[config.mk]
export PLATFORM = sky130hd
export DESIGN_NAME = disp_scan_ctrl
export DESIGN_NICKNAME = d
export VERILOG_FILES = /design/src/rtl/disp_scan_ctrl.sv
export SDC_FILE = /design/constraint.sdc
export NUM_CORES = 1
export LEC_CHECK = 0
export ABC_AREA = 1
export CORE_UTILIZATION = 30
export CTS_CLUSTER_DIAMETER = 50
export CTS_CLUSTER_SIZE = 12
export DETAILED_ROUTE_END_ITERATION = 7
export PLACE_DENSITY = 0.44
export SETUP_SLACK_MARGIN = 0.5
export SYNTH_ARGS = -nofsm -noshare
export SYNTH_HDL_FRONTEND = slang
export SYNTH_SLANG_ARGS = --single-unit
[constraint.sdc]
create_clock -name CLK -period 3.2 [get_ports CLK]
set_clock_uncertainty 0.2 [all_clocks]
set_input_delay 0.64 -clock CLK [delete_from_list [all_inputs] [get_ports CLK]]
set_output_delay 0.64 -clock CLK [all_outputs]
set_load 0.03 [all_outputs]
[src/rtl/disp_scan_ctrl.sv]
// Time-multiplexed scan controller for a common-anode multi-digit 7-segment display.
// Each slot starts with blanking; new values reach the display only at frame boundaries.
module disp_scan_ctrl #(
    parameter int N_DIG     = 4,
    parameter int DIV       = 50000,
    parameter int GUARD_CYC = 2
) (
    input  logic               CLK,
    input  logic               RST,
    input  logic               EN,
    input  logic               LOAD,
    input  logic [4*N_DIG-1:0] VAL,
    input  logic               LZ,
    output logic [3:0]         NIB,
    output logic [N_DIG-1:0]   AN,
    output logic               FRAME
);

    localparam int CW = $clog2(DIV);
    localparam int IW = $clog2(N_DIG);
    localparam logic [CW-1:0] CNT_LAST = CW'(DIV - 1);
    localparam logic [CW-1:0] CNT_GRD  = CW'(GUARD_CYC);
    localparam logic [IW-1:0] IDX_LAST = IW'(N_DIG - 1);

    typedef enum logic [1:0] {ST_OFF, ST_GUARD, ST_SHOW} state_t;

    state_t             r_state, w_state_nx;
    logic [CW-1:0]      r_cnt, w_cnt_nx;
    logic [IW-1:0]      r_idx, w_idx_nx;
    logic [4*N_DIG-1:0] r_pend, w_pend_nx;
    logic [4*N_DIG-1:0] r_shd, w_shd_nx;
    logic               r_pv, w_pv_nx;
    logic               w_bound;
    logic               w_allz;
    logic [N_DIG-1:0]   w_sup;
    logic [N_DIG-1:0]   w_an_nx;
    logic [3:0]         w_nib_nx;

    always_comb begin
        w_state_nx = r_state;
        w_cnt_nx   = r_cnt;
        w_idx_nx   = r_idx;
        w_bound    = 1'b0;
        case (r_state)
            ST_OFF: begin
                w_cnt_nx = '0;
                w_idx_nx = '0;
                if (EN) begin
                    w_state_nx = ST_GUARD;
                    w_bound    = 1'b1;
                end
            end
            default: begin
                if (!EN) begin
                    w_state_nx = ST_OFF;
                    w_cnt_nx   = '0;
                    w_idx_nx   = '0;
                end else if (r_cnt == CNT_LAST) begin
                    w_cnt_nx   = '0;
                    w_state_nx = ST_GUARD;
                    if (r_idx == IDX_LAST) begin
                        w_idx_nx = '0;
                        w_bound  = 1'b1;
                    end else begin
                        w_idx_nx = r_idx + 1'b1;
                    end
                end else begin
                    w_cnt_nx   = r_cnt + 1'b1;
                    w_state_nx = (w_cnt_nx < CNT_GRD) ? ST_GUARD : ST_SHOW;
                end
            end
        endcase

        // A LOAD landing on the frame boundary bypasses PEND so the newest value wins.
        w_pend_nx = r_pend;
        w_pv_nx   = r_pv;
        w_shd_nx  = r_shd;
        if (w_bound) begin
            if (LOAD) begin
                w_shd_nx = VAL;
                w_pv_nx  = 1'b0;
            end else if (r_pv) begin
                w_shd_nx = r_pend;
                w_pv_nx  = 1'b0;
            end
        end else if (LOAD) begin
            w_pend_nx = VAL;
            w_pv_nx   = 1'b1;
        end

        w_allz = 1'b1;
        w_sup  = '0;
        for (int unsigned i = N_DIG - 1; i >= 1; i--) begin
            w_allz   = w_allz && (w_shd_nx[4*i +: 4] == 4'h0);
            w_sup[i] = LZ && w_allz;
        end

        w_nib_nx = '0;
        w_an_nx  = '1;
        if (w_state_nx != ST_OFF)
            w_nib_nx = w_shd_nx[4*w_idx_nx +: 4];
        if (w_state_nx == ST_SHOW && !w_sup[w_idx_nx])
            w_an_nx = ~(N_DIG'(1) << w_idx_nx);
    end

    always_ff @(posedge CLK) begin
        if (RST) begin
            r_state <= ST_OFF;
            r_cnt   <= '0;
            r_idx   <= '0;
            r_pend  <= '0;
            r_pv    <= 1'b0;
            r_shd   <= '0;
            AN      <= '1;
            NIB     <= '0;
            FRAME   <= 1'b0;
        end else begin
            r_state <= w_state_nx;
            r_cnt   <= w_cnt_nx;
            r_idx   <= w_idx_nx;
            r_pend  <= w_pend_nx;
            r_pv    <= w_pv_nx;
            r_shd   <= w_shd_nx;
            AN      <= w_an_nx;
            NIB     <= w_nib_nx;
            FRAME   <= w_bound;
        end
    end

endmodule

==> reports/results.md <==
| Item | This run | Unit |
|:---|:---|:---|
| Run status | complete, no violations | - |
| Die outline width | 103 | um |
| Num ports | 30 | - |
| Top library cells by usage in the layout, fill and taps aside | nand2_1, nor2_1, dfxtp_1 | - |
| Routed via count | 2892 | - |
| Clk sink count | 62 | - |
| Fraction of the yosys area taken by sequential cells | 0.402 | - |
| RSZ-0062 raised after global routing | no | - |
| Internal power | 1380 | uW |
| Setup Viol. Count Final | 0 | - |
| Max Cap Viol | 0 | - |
| Average vias per placed instance | 4.48 | - |
| Xor/xnor share of the synthesized area | 0.0199 | - |
| Pin count of the biggest net entering global routing | 35 | - |
| Remaining DRCs | 0 | - |
| Diode count | 0 | - |
| R2r endpoint | AN[2]$_SDFF_PP1_ | - |
| Floorplan die area | 0.0107 | sq mm |
| Final critical delay including setup and external delays | 2430 | ps |
| Total congestion overflow after global routing | 0 | - |
| Initial core utilization | 0.313 | - |
| Type of the worst min-delay path | reg2reg | - |
| Post-Synthesis Net Count | 499 | - |
| Hold worst-path end | r_pend[5]$_SDFFE_PP0P_ | - |
| Clock transition at the register clock pins on the worst setup and hold paths after CTS | 70 | ps |
| Clock insertion delay at the later pin of the skew report | 340 | ps |
| Hold Violations, Final | 0 | - |
| Warnings from Yosys | 0 | - |
| Largest buffer count on any clock path | 2 | - |
| Library cell occupying the most area in the post-synthesis netlist | dfxtp_1 | - |
| Worst rel slew slack | 0.642 | - |
| Most frequent standard cell in the layout excluding fill and tap cells | nand2_1 | - |
| Setup CP Type | reg2reg | - |
| Worst slew pin tran | 536 | ps |
| Final antenna-violating net count | 0 | - |
| Final weighted congestion of routability-driven global placement | 0.830 | - |
| Num CTS Buffers | 9 | - |
| Synth top area share | 0.402 | - |
| Share of power burned in the clock network | 0.446 | - |
| Critical path endpoint category | flip-flop | - |
| Flip-flop cell with the highest count after synthesis | dfxtp_1 | - |
| Switching share of total power | 0.248 | - |
| Number of instances in the synthesized netlist | 476 | - |
| Average footprint of a synthesized cell | 6.48 | sq um |
| Post-detailed-placement half-perimeter wirelength | 5900 | um |
| Floorplan row count | 36 | - |
| Area contributors post-synth | dfxtp_1, nand2_1, nor2_1 | - |
| Number of pins exceeding their max-slew limit in the final report | 0 | - |
| R2r startpoint | r_cnt[0]$_SDFF_PP0_ | - |
| Synthesized-area fraction occupied by adder cells | 0.00811 | - |
| Antenna violations before repair | 0 | - |
| Post-CTS setup buffer count | 0 | - |
| Async S/R FF share, synth | 0 | - |
| Leak pwr | 0.00160 | uW |
| Maximum level of the CTS H-tree | 3 | - |
| DRC marker count from the first detailed-route iteration | 109 | - |
| Peak supply drop | 169 | uV |
| R2R cell count | 13 | - |
| Post-synthesis cell type count | 29 | - |
| Input/output buffers | 29 | - |
| Kind of launch point of the worst setup path | flip-flop | - |
| Flop pwr share | 0.445 | - |
| Final routed wire length divided by cell count | 12.4 | um |
| Via count of the first global-routing pass | 2680 | - |
| TritonCTS clock tree | built | - |
| Post-Place Worst Slack | 439 | ps |
| CP required | 3280 | ps |
| Post-Syn Area | 0.00309 | sq mm |
| Portion of total power attributed to combinational logic | 0.110 | - |
| Maximum achievable frequency | 411 | MHz |
| Worst hold stages | 2 | - |
| Area overhead of the layout relative to synthesis | 21.2 | % |
| Die height | 103 | um |
| Power dissipated by switching net loads | 455 | uW |
| Register-to-Register Setup Slack | 770 | ps |
| GRT Resource Usage Total | 0.167 | - |
| Critical Path AT | 2510 | ps |
| Share of the synthesized area in compound gates (AO/OA/AOI/OAI) | 0.0908 | - |
| DRT Pass-1 Iters | 4 | - |
| Share of synthesized cell area in and, or, nand and nor gates | 0.384 | - |
| Final #Nets | 531 | - |
| Number of flops mapped to enable cells by yosys | 0 | - |
| Wire length of the first global-routing pass | 13300 | um |
| Portion of the clock cycle consumed by the worst path in the final layout | 0.760 | - |
| Fin Setup TNS | 0 | ps |
| Power Density | 490 | mW/mm^2 |
| Root cell of the clock tree | clkbuf_8 | - |
| Dominant combinational cell family by area after synthesis | simple AND/OR/NAND/NOR gates | - |
| Source of the worst hold timing path | r_pend[5]$_SDFFE_PP0P_ | - |
| Floorplan Core Area | 0.00986 | sq mm |
| Proportion of layout cells with a drive suffix above 1 | 0.0741 | - |
| Crit Path Max Fanout | 19 | - |
| Least setup slack across all paths after layout | 770 | ps |
| Post-synthesis sequential element count | 62 | - |
| Fill count | 1051 | - |
| Detailed Route WL | 8010 | um |
| Post-synthesis mux area share | 0 | - |
synthesized netlist by cell type (2+ instances only):
cell      instances
clkbuf_1          5
buf_2             6
ha_1              2
a21oi_1          26
nand3_2           3
xor2_1            4
nor2_1           76
nand2_4           2
a22oi_1           2
a211oi_1          5
nand2_1         154
nand4_1           4
inv_1            54
o21ai_0          10
nor3_1            2
nand3_1          34
o22ai_1           3
nand2_2           3
dfxtp_1          62
xnor2_1           3
nor2_2            6
buf_6             3
worst max-delay path by stage:
stage / end / cells past startpoint / slack [ps] / startpoint
after floorplan: AN[2]$_SDFF_PP1_ / 11 / 1070 / LOAD
after global placement: AN[1]$_SDFF_PP1_ / 12 / 460 / LOAD
after detailed placement: AN[2]$_SDFF_PP1_ / 12 / 440 / LOAD
after CTS: r_pend[6]$_SDFFE_PP0P_ / 11 / 590 / r_cnt[0]$_SDFF_PP0_
after global routing: AN[1]$_SDFF_PP1_ / 13 / 540 / r_cnt[0]$_SDFF_PP0_
final: AN[2]$_SDFF_PP1_ / 13 / 770 / r_cnt[0]$_SDFF_PP0_
routing by layer:
layer,track usage,wire length [um],vias up
met2,0.252,3380,56
met3,0.0329,302,9
met4,0.0618,115,0
met5,0,0,-
li1,-,-,1548
met1,0.234,4210,1279
cell families (layout without fill, tap and decap cells):
| kind of cell | Yosys count | in the layout |
|---|---|---|
| adders and majority gates | 2 | 2 |
| buffers and inverters | 70 | 107 |
| AOI/OAI and AO/OA | 50 | 50 |
| xor gates and xnor gates | 7 | 7 |
| DFF | 62 | 62 |
| and+or+nand+nor | 285 | 285 |
final cells by class:
class,instances,area [sq um],area share
clock buffer,13,169,0.0452
clock inverter,3,65.1,0.0174
inverter,56,210,0.0562
multi-input combinational,344,1550,0.415
sequential,62,1240,0.332
tap,133,166,0.0445
timing repair buffer,35,335,0.0896
power by group through the flow:
stage	Combinational [uW]	Sequential [uW]	Clock [uW]
after floorplan	128	835	0
after global placement	203	834	0
after detailed placement	201	834	0
after CTS	202	816	841
after global routing	226	819	873
final	201	816	818
sequential cells by signal, indices dropped and copies added, names as in the netlist:
register,count
r_idx,2
r_pend,16
r_pv,1
AN,4
FRAME,1
r_state,2
NIB,4
r_cnt,16
r_shd,16
repair_timing:
item,CTS,global route
setup endpoints to repair,0,17
resized for setup,0,2
hold buffers,0,0
worst max-delay path, stage by stage (launching register included):
cell	delay [ps]
dfxtp_1	380
ha_2	260
nand3_2	170
nor2_2	190
nand2_2	90
nand2_4	170
nand2_4	200
nand2_1	130
nand2_1	120
nor2_1	130
nand2_1	70
nand2_1	70
nand3_2	110
nand3_1	80
through the flow:
step | total power [uW] | cell area, sq um | utilization | hold WS, ps | std cells
floorplan | 963 | 3090 | - | 224 | 476
global placement | 1040 | 3500 | 0.355 | 248 | 630
detailed placement | 1030 | 3500 | 0.355 | 245 | 630
CTS | 1860 | 3740 | 0.379 | 255 | 646
global route | 1920 | 3740 | 0.379 | 288 | 646
finish | 1830 | 3740 | 0.379 | 254 | 646
Note: power is estimated with default switching activity, not from simulation.
